### src/rtl/mult_8x8_seq_ctrl.sv
// mult_8x8_seq_ctrl: 8x8 unsigned multiply by issuing four nibble products to a shared 4x4 core and shift-accumulating them
module mult_8x8_seq_ctrl #(
  parameter logic [1:0] MODE_LL = 2'd0,
  parameter logic [1:0] MODE_LH = 2'd3,
  parameter logic [1:0] MODE_HL = 2'd3,
  parameter logic [1:0] MODE_HH = 2'd1,
  parameter int PIPE_LAT = 1
) (
  input  logic        clk,
  input  logic        rst,
  input  logic        in_valid,
  output logic        in_ready,
  input  logic [7:0]  A,
  input  logic [7:0]  B,
  output logic        out_valid,
  input  logic        out_ready,
  output logic [15:0] R,
  output logic        sub_valid,
  output logic [3:0]  sub_A,
  output logic [3:0]  sub_B,
  output logic [1:0]  sub_mode,
  input  logic [7:0]  sub_R,
  output logic        busy
);
  localparam logic [1:0] IDLE = 2'd0, ISSUE = 2'd1, DRAIN = 2'd2, DONE = 2'd3;
  logic [1:0] state, k;
  logic [7:0] a_q, b_q;
  logic [15:0] acc, addend;
  logic cap_v;
  logic [1:0] cap_k;
  assign in_ready = state == IDLE;
  assign busy = state != IDLE;
  assign out_valid = state == DONE;
  assign R = acc;
  assign sub_valid = state == ISSUE;
  assign sub_A = sub_valid ? (k[1] ? a_q[7:4] : a_q[3:0]) : 4'd0;
  assign sub_B = sub_valid ? (k[0] ? b_q[7:4] : b_q[3:0]) : 4'd0;
  // slot k selects the mode code; the core sees zero when no slot is issued
  always_comb
    sub_mode = !sub_valid ? 2'd0 : k == 2'd0 ? MODE_LL : k == 2'd1 ? MODE_LH : k == 2'd2 ? MODE_HL : MODE_HH;
  // weight of the captured partial product: LL x1, LH/HL x16, HH x256
  always_comb
    addend = {8'd0, sub_R} << (cap_k == 2'd0 ? 4'd0 : cap_k == 2'd3 ? 4'd8 : 4'd4);
  generate
    if (PIPE_LAT == 0) begin : g_comb
      assign cap_v = sub_valid;
      assign cap_k = k;
    end else begin : g_pipe
      logic [PIPE_LAT-1:0] tv;
      logic [1:0] tk [PIPE_LAT];
      // slot tags ride alongside the core latency so each result is weighted by the slot that produced it
      always_ff @(posedge clk) begin
        if (rst) begin
          tv <= '0;
          for (int i = 0; i < PIPE_LAT; i++) tk[i] <= 2'd0;
        end else begin
          tv[0] <= sub_valid;
          tk[0] <= k;
          for (int i = 1; i < PIPE_LAT; i++) begin
            tv[i] <= tv[i-1];
            tk[i] <= tk[i-1];
          end
        end
      end
      assign cap_v = tv[PIPE_LAT-1];
      assign cap_k = tk[PIPE_LAT-1];
    end
  endgenerate
  // sequencer: accept, issue four slots, wait for the last result, then hold the product until taken
  always_ff @(posedge clk) begin
    if (rst) begin
      state <= IDLE;
      k <= 2'd0;
      a_q <= 8'd0;
      b_q <= 8'd0;
      acc <= 16'd0;
    end else begin
      if (cap_v) acc <= acc + addend;
      case (state)
        IDLE: if (in_valid) begin
          a_q <= A;
          b_q <= B;
          acc <= 16'd0;
          k <= 2'd0;
          state <= (A == 8'd0 || B == 8'd0) ? DONE : ISSUE;
        end
        ISSUE: begin
          k <= k + 2'd1;
          if (k == 2'd3) state <= PIPE_LAT == 0 ? DONE : DRAIN;
        end
        DRAIN: if (cap_v && cap_k == 2'd3) state <= DONE;
        DONE: if (out_ready) state <= IDLE;
      endcase
    end
  end
endmodule

### config.mk
export PLATFORM = sky130hd
export DESIGN_NAME = mult_8x8_seq_ctrl
export DESIGN_NICKNAME = d
export VERILOG_FILES = /design/src/rtl/mult_8x8_seq_ctrl.sv
export SDC_FILE = /design/constraint.sdc
export NUM_CORES = 1
export LEC_CHECK = 0
export CELL_PAD_IN_SITES_DETAIL_PLACEMENT = 0
export CELL_PAD_IN_SITES_GLOBAL_PLACEMENT = 2
export CORE_UTILIZATION = 31
export DETAILED_ROUTE_END_ITERATION = 12
export PLACE_DENSITY = 0.87
export SYNTH_ARGS = -nofsm -noshare
export SYNTH_HDL_FRONTEND = slang
export SYNTH_SLANG_ARGS = --single-unit
### constraint.sdc
create_clock -name clk -period 8.2 [get_ports clk]
set_clock_uncertainty 0.2 [all_clocks]
set_input_delay 0.82 -clock clk [delete_from_list [all_inputs] [get_ports clk]]
set_output_delay 0.82 -clock clk [all_outputs]
set_load 0.01 [all_outputs]
After elaboration in Yosys (flattened, before gate mapping). Memories as Yosys holds them, arrays and structs flattened. Cells that the tools add are included.

Shift operators: 1. Add/subtract/negate cells: 2. Reductions and logical operators: 13. Equality and inequality tests: 11. Multiplexer cells: 26.

Operators by type and width (number): $mux 16 (3); $mux 4 (6); $mux 2 (11); $add 16x16->16 (1); $logic_not 8->1 (2); $shl 8x4->16 (1); $eq 2x2->1 const B (5); $pmux 2 s4 (1); $logic_not 2->1 (3); $eq 2x1->1 const B (2); $mux 1 (4); $ne 2x1->1 const B (2); $ne 2x2->1 const B (2); $pmux 2 s2 (1); $reduce_and 2->1 (2); $reduce_and 4->1 (1); $reduce_bool 2->1 (2); $add 2x1->2 const B (1); $reduce_or 2->1 (1); $logic_and 1x1->1 (1); $logic_or 1x1->1 (1).

Bits in writable memories: 2. Word-level logic and storage cells: 60. Bits of input ports: 28. Memories kept: 1. Output and inout port bits: 30. Bits in registers: 37.

Memories: g_pipe.tk (words 1, width 2, read ports 1, clocked after memory_dff 0, wr ports 1, RTL line 50) `logic [1:0] tk [PIPE_LAT];`.

Logic depth before layout (Yosys ltp). Gate-level depths: netlist (run 1).

Depth after elaboration: 8. Depth in mapped cells: 12. Gate-level depth less buffers: 11.

Worst setup path after synthesis (run 1). Ideal clock, no wire load.

Path type: register -> register. Start point: memory g_pipe.tk[0][0]. End point: register acc[12] (netlist: R[12]). Data arrival time: 2551 ps. Clock period less this slack: 2869 ps. Data required time: 7883 ps. Slack: 5331 ps. Cell stages (with the launch flop): 13. Library setup time: 117 ps. Cells stage by stage: dfxtp_1 -> ha_1 -> clkbuf_1 -> nor2_1 -> and2_1 -> ha_1 -> fa_1 -> a21oi_1 -> o21a_1 -> nor4_1 -> o41ai_1 -> mux2i_1 -> nand2_1.

RTL lines: from (decl) (RTL line 50); to (signal assigned) (RTL line 78) `if (cap_v) acc <= acc + addend;`; to (decl) (RTL line 28) `logic [15:0] acc, addend;`.

Worst setup path in the final report (run 1).
Start point: input sub_R[0]. End point: register acc[12] (netlist: R[12]).

Longest elaborated chain between the ends: 5.

RTL lines: from (decl) (RTL line 22) `input logic [7:0] sub_R,`; $shl 8x4->16 (*) (RTL line 43) `addend = {8'd0, sub_R} << (cap_k == 2'd0 ? 4'd0 : cap_k == 2'd3 ? 4'd8 : 4'd4);`; $add 16x16->16 (*) (RTL line 78); $mux 16 (*) (RTL line 78); $mux 16 (RTL line 80) `IDLE: if (in_valid) begin`; $mux 16 (*) (RTL line 79) `case (state)`.

Every way passes the cells marked *; elsewhere a longest branch is shown, timed or not. A chain may end at the register's enable or synchronous reset.

==> flow_results.org, run 1 <==
** Global route
- Number of global-route vias before repair :: 2283
- The initial antenna violation count was 0.
- The first global-routing pass estimated 11100 microns of wire.
- Largest net degree at the start of global routing :: 26
- GRT Resource Usage Total :: 16.0%
- Gr ovfl total :: 0

** STA
- Setup TNS after final layout :: 0 ns
- Shortest clock period the worst path allows after layout :: 3.24 ns
- Final critical-path share of the clock period :: 39.5%
- Achievable Freq :: 0.308 GHz
- Number of slew-limit violations in the final report :: 0
- Worst hold margin :: 0.259 ns
- Setup violations remaining at the end of the flow were counted as 0.
- At the pin with the least slew margin, the transition time is about 0.94 ns.
- Final hold violation count :: 0
- The worst pin sits at a relative slew slack of between 30% and 40%.
- Setup slack on the critical path of the routed design comes to slightly below 5 ns.
- Unrepaired setup endpoints after global routing :: false

** Yosys
- Mean post-synth cell area :: roughly 7.8 sq um
- Cell type with the highest aggregate area in the netlist :: dfxtp_1
- The synthesized design contains 0 enable-type register cells.
- Synthesis produced a netlist whose cell count is roughly 340.
- The Yosys step of the flow raised 0 warnings.
- The share of the Yosys chip area taken by registers is 29.7%.
- After synthesis, the share of cell area in mux cells is 8.37%.
- Sorting the synthesized cells by how often they occur yields nand2_1 (47), dfxtp_1 (39), nor2_1 (39).
- Post-synthesis async set-or-reset flop share :: 0%
- Prevailing post-synth register cell :: dfxtp_1
- Flip-flop and latch count after synthesis :: 39
- After Yosys synthesis, XOR and XNOR cells account for around 2.7% of the synthesized area.
- Basic-gate share of the synthesized area counting and, or, nand and nor cells :: between 20% and 30%
- Synthesized Nets :: 389
- The synthesized design devotes to its leading area cell type 29.7% of total area.
- Complex-gate fraction of the synthesized area :: 19.3%
- Cell types occupying the most area after synthesis :: dfxtp_1 (30%), ha_1 (11%), mux2i_1 (8.4%), nand2_1 (6.7%), a21oi_1 (6.5%)
- The most common cell in the synthesized netlist is nand2_1.
- In this run, distinct cell masters in the synthesized netlist total 44.
- Largest family of logic cells by synthesized area :: simple AND/OR/NAND/NOR gates
- After synthesis the cells add up to 2630 sq um.
- Arithmetic-cell share of the synthesized area counting full adders, half adders and majority gates :: 12.2%

** Floorplan
- Core Footprint :: 8220 sq um
- Starting density of the core :: 32.0%
- Die Height :: approximately 94 microns
- Rows :: 33
- Area enclosed by the die boundary :: 8860 sq um
- Horizontal extent of the die :: between 90 and 100 microns
- Top-level I/O count :: 58

** Place
- Detailed placer's ending HPWL :: around 5000 microns
- Port-buffer cells :: between 50 and 60
- Placed Cells incl. Taps :: 482
- OpenSTA, run right after detailed placement, puts the worst setup slack at 4.66 ns.
- At the end of routability-driven placement, the weighted congestion stood at approximately 0.80.

** Drt
- The first TritonRoute pass finished after 4 iterations.
- In this run the remaining antenna-violating nets after routing total 0.
- Total wire length after detailed routing :: 6710 microns
- Using the TritonRoute via totals, the vias-per-cell ratio works out to 5.03.
- Wire length on met1 :: about 3200 microns
- Met2 routed wirelength :: 3060 microns
- In the final routed layout, each cell accounts on average for 13.7 microns.
- DRC Markers :: 0
- The routed layout has 2465 vias.
- Signal routing reaches up to met4.
- Met3 routed wirelength :: 345 microns
- Starting DRC count in detailed routing :: 74

** Outcome
- Outcome :: completed

** Setup path
- WP data arrival :: 3.24 ns
- Type of the worst setup path :: in -> reg
- STA classifies the critical path endpoint as a flip-flop.
- Depth of the worst register-to-register path :: 11
- The worst setup path is launched from an input port.
- Required time of the critical path :: roughly 8.2 ns
- In this run the worst path has a maximum fanout of 3.

** Layout
- From synthesis to final layout, the design area changed by 28.5%.
- Layout Cells excl Fill :: 490
- Share of post-route cells with drive strength above 1 :: 3.64%
- Cells fill 41.1% of the core in the end.
- Counting the fill cells in the layout gives approximately 870.
- The number of antenna diodes in the final layout is 0.
- Net count of the finished layout :: ~440

** CTS
- Maximum clock insertion buffer count :: 2
- CTS sink count :: 39
- Postcts setup bufs :: 0
- The number of gates resized after CTS was 0.
- Source-to-sink clock delay at the later pin of the worst-skew pair :: 0.29 ns
- Clk slew on worst S/H paths :: around 0.09 ns
- Hold-fix buffers at CTS :: 0
- TritonCTS built the clock tree.
- Clock Root Buffer :: clkbuf_8
- In this run, CTS created clock tree buffers numbering 5.
- The H-tree was split into 2 levels.

** Job
- Max-cap violations in this run came to 0.

** Power and ir drop
- Across the VDD grid, the largest voltage drop is 137 uV.
- Dividing total power by cell area gives a power density of between 150 and 200 nW/um^2.
- Reported leakage power :: 1.29 nW

** Min path
- Number of cells on the worst hold path :: 2
- Classification of the worst-slack hold path :: reg -> reg
logic make-up after synthesis:
logic type	count (synthesis)
fa+ha+maj	25
mux	22
buf+inv	29
simple gates	136
compound gates	77
xor+xnor	8
flops	39
layout by cell type, fill, tap and decap left out, types with 2 or more instances in the layout:
cell type	Yosys	routed
a211oi_1	4	4
a21o_1	4	4
a21oi_1	34	34
a22o_1	4	4
and2_1	6	6
and3_1	3	3
clkbuf_8	0	5
clkdlybuf4s50_1	0	57
dfxtp_1	39	39
ha_1	24	24
inv_1	13	13
mux2i_1	22	22
nand2_1	47	47
nand2b_1	3	3
nand3_1	11	11
nand4_1	2	2
nor2_1	39	39
nor2b_1	5	5
nor3_1	9	9
nor4_1	6	6
o211ai_1	2	2
o21a_1	2	2
o21ai_0	12	12
o21ai_2	3	3
or3_1	2	2
xnor2_1	6	6
xor2_1	2	2
layout make-up:
class | instances | area, sq um | area share (%)
Multi-Input combinational cell | 268 | 1740 | 51.4
Sequential cell | 39 | 781 | 23.1
Timing Repair Buffer | 57 | 571 | 16.9
Tap cell | 105 | 131 | 3.89
Clock buffer | 5 | 68.8 | 2.04
Inverter | 13 | 48.8 | 1.44
Clock inverter | 3 | 43.8 | 1.30
registers in the layout, summed over array words and instances, names as in the netlist:
| name | count |
|---|---|
| g_pipe.tk | 2 |
| b_q | 8 |
| k | 2 |
| R | 16 |
| a_q | 8 |
| state | 2 |
| cap_v | 1 |
where the power goes:
part,switching [mW],internal (mW),leakage [nW]
Combinational,0.147,0.116,0.914
Sequential,0.0278,0.215,0.318
Clock,0.0741,0.0907,0.0581
final timing paths:
| path | startpoint | to | slack (ns) |
|---|---|---|---|
| worst min register to register | b_q[5] | b_q[5] | 0.26 |
| worst max-delay path | sub_R[0] | R[12] | 4.96 |
| worst min-delay path | b_q[5] | b_q[5] | 0.26 |
| worst max register to register | g_pipe.tk[0][0] | R[12] | 5.03 |
stage by stage:
step,instance area (sq um),power (mW)
floorplan,2630,0.422
global placement,3270,0.512
detailed placement,3270,0.512
CTS,3380,0.679
global route,3380,0.721
finish,3380,0.670
worst max-delay path, cell delays in order:
cell	delay (ns)
clkdlybuf4s50_1	0.45
and2_1	0.16
ha_1	0.21
fa_1	0.40
a21oi_1	0.24
o21a_1	0.24
nor4_1	0.11
o41ai_1	0.32
mux2i_1	0.22
nand2_1	0.06
routing by layer:
metal	global-route usage, %	vias to the layer above
met1	20.9	1121
met5	0	-
met2	26.7	59
met3	3.24	4
li1	-	1281
met4	4.23	0
Power figures use the tool's default switching activity.
==> run 2, diff against run 1 <==
- CORE_UTILIZATION: 31 -> 26
- PLACE_DENSITY: 0.87 -> 0.78
- clock period: 8.2 -> 2.8 ns (I/O delays scaled with it)
==> run 2 against run 1 <==
The flow now finishes with violations (negative setup slack). Final area rose by 18%. Highest routed layer unchanged. Wire length up 21%. Worst hold slack better by 0.0019 ns. Largest cell class unchanged. Die area up 19%. Combinational power rose to 3.9 times the previous value. Total power grew to 3.4 times the previous value. Core utilization fell by 0.35 points. Global-route usage fell by 0.51 points. Count of clock-buffer cells in the layout is the same. First-iteration DRC count decreased by 4.1%. Critical path depth increased by 1.
==> flow_results.org, run 2 (synthesis results as in run 1) <==
** Layout
- Number of antenna cells inserted :: 0 (unchanged)
- The flip-flop count of the largest register, all copies and words added is 16 (unchanged).
- The count of nets after finishing is 478 (+9.4%).
- End-of-flow core utilization :: 40.8% (-0.35 points)
- Commonest non-fill, non-tap cell in the layout :: clkdlybuf4s50_1
- The top cell types in the final layout, fill and taps aside, are clkdlybuf4s50_1 (57), nand2_1 (46), buf_4 (39).
- The final non-filler cell total is 559 (+14%).
- The fraction of layout instances using a drive strength above 1 is 21.4% (+18 points).
- The area growth from synthesis to layout is 51.6%.

** Power and ir drop
- Proportion of power drawn by the clock network :: 25.8% (+1.2 points)
- The maximum ir drop on the vdd rail is 241 uV (+76%).
- The switching power share of the total was 36.4% (-0.74 points).
- The internal power of the cells came to 1.46 mW (+250%).
- PD cells :: 576 nW/um^2 (+190%)
- The fraction of power consumed by sequential logic came to 29.6% (-6.6 points).
- Reported leakage power :: 1.53 nW (+18%)
- Switching power :: 0.835 mW (+240%)
- Relative contribution of combinational cells to total power :: 44.5% (+5.3 points)

** Place
- Port-buffer cells :: 57 (unchanged)
- RePlAce Congestion :: 0.881 (+10%)
- The worst setup slack after placement is -0.176 ns (-4.83 ns).
- Placed Cells incl. Taps :: 545 (+13%)
- Detailed placer's ending HPWL :: 5930 microns (+18%)

** Setup path
- Worst-path maximum fanout :: 5 (+2)
- Crit path cell chain :: ha_4 > buf_6 > mux2i_4 > buf_4 > buf_4 > nor2b_1 > ha_1 > or3_1 > o21ai_0 > o31a_1 > nor3_2
- WP data arrival :: 2.81 ns (-0.43 ns)
- Startpoint types :: flip-flop
- Type of destination of the critical path :: flip-flop
- Setup slack of the worst register-to-register path :: -0.01 ns (-5.04 ns)
- The most numerous cell type found on the critical path is buf_4.
- Slowest stage cell, crit path :: or3_1
- Max incr delay on CP :: 0.35 ns (-0.10 ns)
- The worst endpoint required time is 2.80 ns (-5.39 ns).
- Type of the worst setup path :: reg -> reg

** Min path
- The tightest min-delay check is of the reg -> reg type.

** CTS
- Clk slew on worst S/H paths :: 0.09 ns (about the same)
- H-tree levels :: 2 (unchanged)
- The maximum root-to-sink buffer count came to 2 (unchanged).
- Source-to-sink clock delay at the later pin of the worst-skew pair :: 0.30 ns (about the same)
- Clock tree from TritonCTS :: built
- The root buffer cell chosen for the clock tree is clkbuf_8.
- The hold buffer count at CTS came to 0 (unchanged).
- TritonCTS Buffers :: 5 (unchanged)
- CTS sink count :: 39 (unchanged)

** Drt
- The final routed wirelength across all metal layers came to 8140 microns (+21%).
- Remaining number of nets flagged by the antenna check after routing :: 0 (unchanged)
- The starting DRC count in detailed routing is 71 (-4.1%).
- The via count came to 2706 (+9.8%).
- The number of vias per cell after detailed routing came to 4.84 (-3.8%).
- Detailed-router iteration count before antenna repair :: 4 (unchanged)
- DRC Markers :: 0 (unchanged)
- The average wire per cell in the routed design was 14.6 microns (+6.4%).

** STA
- The number of endpoints with negative hold slack in the final report came to 0 (unchanged).
- Unrepaired setup endpoints after global routing :: true
- Setup-violating endpoint count in the final report :: 1 (+1)
- Number of slew-limit violations in the final report :: 0 (unchanged)
- Relative max-transition margin :: 70.3% (+33 points)
- Post-layout worst setup margin :: -0.0112 ns (-4.97 ns)
- Transition time at the pin with the least slew margin :: 0.445 ns (-0.495 ns)
- Of the available clock period, the critical path in the final layout requires 100%.
- Shortest clock period the worst path allows after layout :: around 2.8 ns
- Based on the critical path, the design can be clocked at up to around 0.36 GHz.

** Floorplan
- The starting utilization of the core area is 26.9% (-5.1 points).
- Horizontal extent of the die :: 103 microns (+9.0%)
- The boundary pin count was 58 (unchanged).
- Core Footprint :: 9770 sq um (+19%)
- Rows :: 36 (+9.1%)
- The die height was 103 microns (+9.0%).
- Area enclosed by the die boundary :: 10500 sq um (+19%)

** Outcome
- Violations in the final reports :: negative setup slack
- The flow ran to the end, but the final reports show violations.

** Global route
- The aggregate global routing overflow came to 0 (unchanged).
- Largest net degree at the start of global routing :: 24 (-7.7%)
- The global-route wire length before repair was 12700 microns (+14%).
- Number of global-route vias before repair :: 2676 (+17%)
- GRT Resource Usage Total :: 15.5% (-0.51 points)
- Antenna violations before repair :: 0 (unchanged)

** Job
- The count of maximum capacitance violations came to 0 (unchanged).
[run 2: cell types whose count changed in the layout (fill, tap and decap cells not counted), moves of 5 or more]
cell,before,now
ha_4,0,5
buf_4,0,39
o21ai_0,12,7
ha_1,24,17
[run 2: path summary, 6_finish.rpt]
kind	from	cells past startpoint	end
worst min register to register	a_q[5]	2	a_q[5]
worst max-delay path	g_pipe.tk[0][0]	11	R[15]
worst min-delay path	a_q[5]	2	a_q[5]
worst max register to register	g_pipe.tk[0][0]	11	R[15]
[run 2: cell type report]
| cell class | count | area (sq um) |
|---|---|---|
| Tap cell | 133 | 166 |
| Timing Repair Buffer | 98 | 886 |
| Clock inverter | 3 | 67.6 |
| Inverter | 13 | 48.8 |
| Sequential cell | 39 | 782 |
| Multi-Input combinational cell | 268 | 1970 |
| Fill cell | 1036 | 5790 |
| Clock buffer | 5 | 68.8 |
[run 2: worst max-delay path: cells and delay by family (launching register included)]
family                     cells  cell delay (ns)
adders and majority gates      2             0.64
and+or+nand+nor                3             0.43
buffers and inverters          3             0.38
muxes                          1             0.26
AOI/OAI and AO/OA              2             0.47
DFF                            1             0.33
[run 2: power by group through the flow]
stage | logic [mW] | clock network (mW) | registers (mW)
3_5_place_dp | 0.928 | 0 | 0.692
6_report | 1.02 | 0.592 | 0.681
5_1_grt | 1.13 | 0.627 | 0.692
2_1_floorplan | 0.559 | 0 | 0.683
3_3_place_gp | 0.920 | 0 | 0.688
4_1_cts | 0.945 | 0.604 | 0.680
[run 2: layer usage]
metal	track usage [%]	vias to the layer above	part of all wire, %
li1	-	1360	-
met1	18.9	1254	46
met2	27.5	79	47
met3	2.98	13	4.6
met4	4.73	0	2.0
met5	0	-	0
[run 2: repair_timing]
item | 4_1_cts | 5_1_grt
setup buffers | 1 | 7
pin swaps | 8 | 22
gates resized for setup | 10 | 38
setup endpoints to repair | 4 | 8
endpoints found under the hold margin | 0 | 0
[run 2: metrics by stage]
stage	area (sq um)	hold slack, ns	power [mW]	TNS, ns
after floorplan	2650	0.216	1.24	0
after global placement	3570	0.246	1.61	-0.350
after detailed placement	3570	0.249	1.62	-0.395
after CTS	3770	0.261	2.23	-0.00216
after global routing	3990	0.288	2.45	-0.489
final	3990	0.261	2.30	-0.0112
==> run 3, diff against run 2 <==
- REMOVE_ABC_BUFFERS: unset -> 1
==> run 3 against run 2 <==
Worst hold slack got worse by 0.0035 ns. Count of clock-buffer cells in the layout increased by 1. Final area decreased by 1.1%. Clock power decreased by 27%. Critical path type unchanged. Largest cell class unchanged. Total power decreased by 6.6%. Register-to-register slack about the same. Flip-flop and latch count unchanged. Largest power group unchanged. Sequential power decreased by 0.6%. Setup slack got worse by 0.0012 ns. Critical path depth increased by 1. Sequential share of layout area increased by 0.24 points. Highest routed layer unchanged. The flow still finishes with violations (negative setup slack).
==> flow_results.org, run 3 (synthesis results as in run 1) <==
** Outcome
- The flow ran to the end, but the final reports show violations.
- The final reports fail on negative setup slack.

** STA
- The minimum clock period after layout is 2.81 ns (+0.00122 ns).
- Relative max-transition margin :: 68.6% (-1.7 points)
- Final hold violation count :: 0 (unchanged)
- Setup repair after global routing could not meet its margin everywhere.
- Setup-violating endpoint count in the final report :: 1 (unchanged)
- The number of pins exceeding their max-slew limit in the final report is 0 (unchanged).
- The smallest hold slack was 0.257 ns (-0.00354 ns).
- Post-layout worst setup margin :: -0.0125 ns (-0.00122 ns)
- The final period utilization is 100% (about the same).
- The transition time at the pin with the least slew margin came to 0.471 ns (+0.0256 ns).
- The achievable frequency is 0.356 GHz (about the same).

** Drt
- The antenna violation net count after detailed routing was 0 (unchanged).
- Starting DRC count in detailed routing :: 34 (-52%)
- Wire per inst :: 14.3 microns (-2.1%)
- Via Count :: 2708 (+0.074%)
- Detailed-router iteration count before antenna repair :: 4 (unchanged)
- The final routed DRC violation total was 0 (unchanged).
- Vias/cell :: 4.76 (-1.7%)
- The final routed wirelength across all metal layers came to 8110 microns (-0.38%).

** Setup path
- The delay of the slowest cell on the worst path came to 0.38 ns (+0.03 ns).
- Required time of the critical path :: 2.80 ns (about the same)
- Worst path buffer plus inverter count :: 1 (-2)
- The critical path is of the reg -> reg type.
- Worst-path maximum fanout :: 5 (unchanged)
- STA classifies the critical path endpoint as a flip-flop.
- Startpoint types :: flip-flop
- WP data arrival :: 2.81 ns (about the same)
- Among cell families on the critical path, the largest total delay comes from adder cells.
- Crit path cell chain :: ha_4 > nor2_1 > and2_1 > ha_2 > fa_2 > a21oi_2 > o21a_1 > nor4_2 > buf_4 > o211ai_1 > mux2i_1 > nand2_1
- The slowest stage of the critical path is the fa_2 cell.
- The setup slack of the worst register-to-register path is -0.01 ns (about the same).

** CTS
- Source-to-sink clock delay at the later pin of the worst-skew pair :: 0.30 ns (about the same)
- The H-tree depth reported by CTS came to 2 (unchanged).
- Maximum clock insertion buffer count :: 2 (unchanged)
- The number of sinks on the clock net is 39 (unchanged).
- Clock tree from TritonCTS :: built
- TritonCTS Buffers :: 5 (unchanged)
- The clock transition at the registers of the reported paths came to 0.09 ns (about the same).
- CTS placed an instance of clkbuf_8 at the clock tree root.

** Global route
- The aggregate global routing overflow is 0 (unchanged).
- GRT Resource Usage Total :: 16.5% (+0.97 points)
- The maximum number of pins on one net before global-route repair came to 19 (-21%).
- The global-route wire length before repair was 13300 microns (+5.2%).
- Number of global-route vias before repair :: 2756 (+3.0%)
- The initial antenna violation count came to 0 (unchanged).

** Place
- Port-buffer cells :: 57 (unchanged)
- The final weighted congestion of routability-driven global placement is 0.844 (-4.1%).
- The HPWL reported at the end of detailed placement was 6040 microns (+1.9%).

** Floorplan
- Die Height :: 103 microns (unchanged)
- Core Footprint :: 9770 sq um (unchanged)
- Rows :: 36 (unchanged)
- The area of the die was 10500 sq um (unchanged).
- The die width came to 103 microns (unchanged).
- Top-level I/O count :: 58 (unchanged)
- The starting utilization of the core area was 26.9% (unchanged).

** Layout
- The count of nets after finishing is 488 (+2.1%).
- The flip-flop count of the largest register, all copies and words added is 16 (unchanged).
- End-of-flow core utilization :: 40.4% (-0.44 points)
- Synthesis-to-layout area growth :: 50.0%
- Share of post-route cells with drive strength above 1 :: 20.6% (-0.72 points)
- Number of antenna cells inserted :: 0 (unchanged)
- Leading cell types in the layout, fill and taps excluded :: clkdlybuf4s50_1 (57), buf_4 (50), nand2_1 (46)
- Leaving out fill and tap cells, the most frequent cell in the layout is clkdlybuf4s50_1.

** Power and ir drop
- Reported leakage power :: 1.55 nW (+1.4%)
- The post-route total power was 2.14 mW (-6.6%).
- PD cells :: 543 nW/um^2 (-5.6%)
- The maximum ir drop on the vdd rail came to 250 uV (+3.6%).

** Min path
- Classification of the worst-slack hold path :: reg -> reg

** Job
- Max-cap violations :: 0 (unchanged)
run 3: report_power, final:
group	internal [mW]	leakage, nW	total (mW)	switching, mW
sequential	0.629	0.319	0.677	0.0478
combinational	0.489	1.18	1.03	0.542
clock	0.202	0.0474	0.435	0.233
total	1.32	1.55	2.14	0.823
run 3: path summary, 6_finish.rpt:
kind,from,depth (start not counted),endpoint
worst max-delay path,g_pipe.tk[0][1],12,R[14]
worst min-delay path,b_q[3],2,b_q[3]
worst max register to register,g_pipe.tk[0][1],12,R[14]
worst min register to register,b_q[3],2,b_q[3]
run 3: tightest hold or removal path, delay by kind of cell, from the launching register on:
family | cells | cell delay (ns)
flip-flops | 1 | 0.32
AND/OR/NAND/NOR | 1 | 0.05
AO/OA/AOI/OAI | 1 | 0.05
run 3: per-layer routing:
| layer | global-route usage (%) | wire length [microns] | share of wire [%] |
|---|---|---|---|
| met5 | 0 | 0 | 0 |
| met1 | 20.5 | 3660 | 45 |
| met4 | 4.07 | 105 | 1.3 |
| met2 | 29.1 | 3990 | 49 |
| met3 | 3.25 | 360 | 4.4 |
run 3: final cells by class:
class / count / area [sq um]
clock inverter: 2 / 16.3
inverter: 13 / 48.8
timing repair buffer: 108 / 957
clock buffer: 6 / 82.6
tap: 133 / 166
sequential: 39 / 783
fill: 1019 / 5830
multi-input combinational: 268 / 1890
run 3: stage by stage:
| stage | instance area [sq um] | setup slack, ns | instances | setup TNS, ns |
|---|---|---|---|---|
| finish | 3950 | -0.0125 | 569 | -0.0125 |
| global route | 3950 | -0.118 | 569 | -0.498 |
| CTS | 3800 | -0.0328 | 564 | -0.0602 |
| global placement | 3620 | -0.161 | 552 | -0.560 |
| floorplan | 2570 | -0.0460 | 320 | -0.0460 |
| detailed placement | 3620 | -0.252 | 552 | -0.804 |
run 3: repair_timing:
action	CTS	global route
setup buffers	4	5
setup endpoints to repair	7	9
pin swaps	10	12
gates cloned	0	0
resized for setup	14	22
hold buffers	0	0
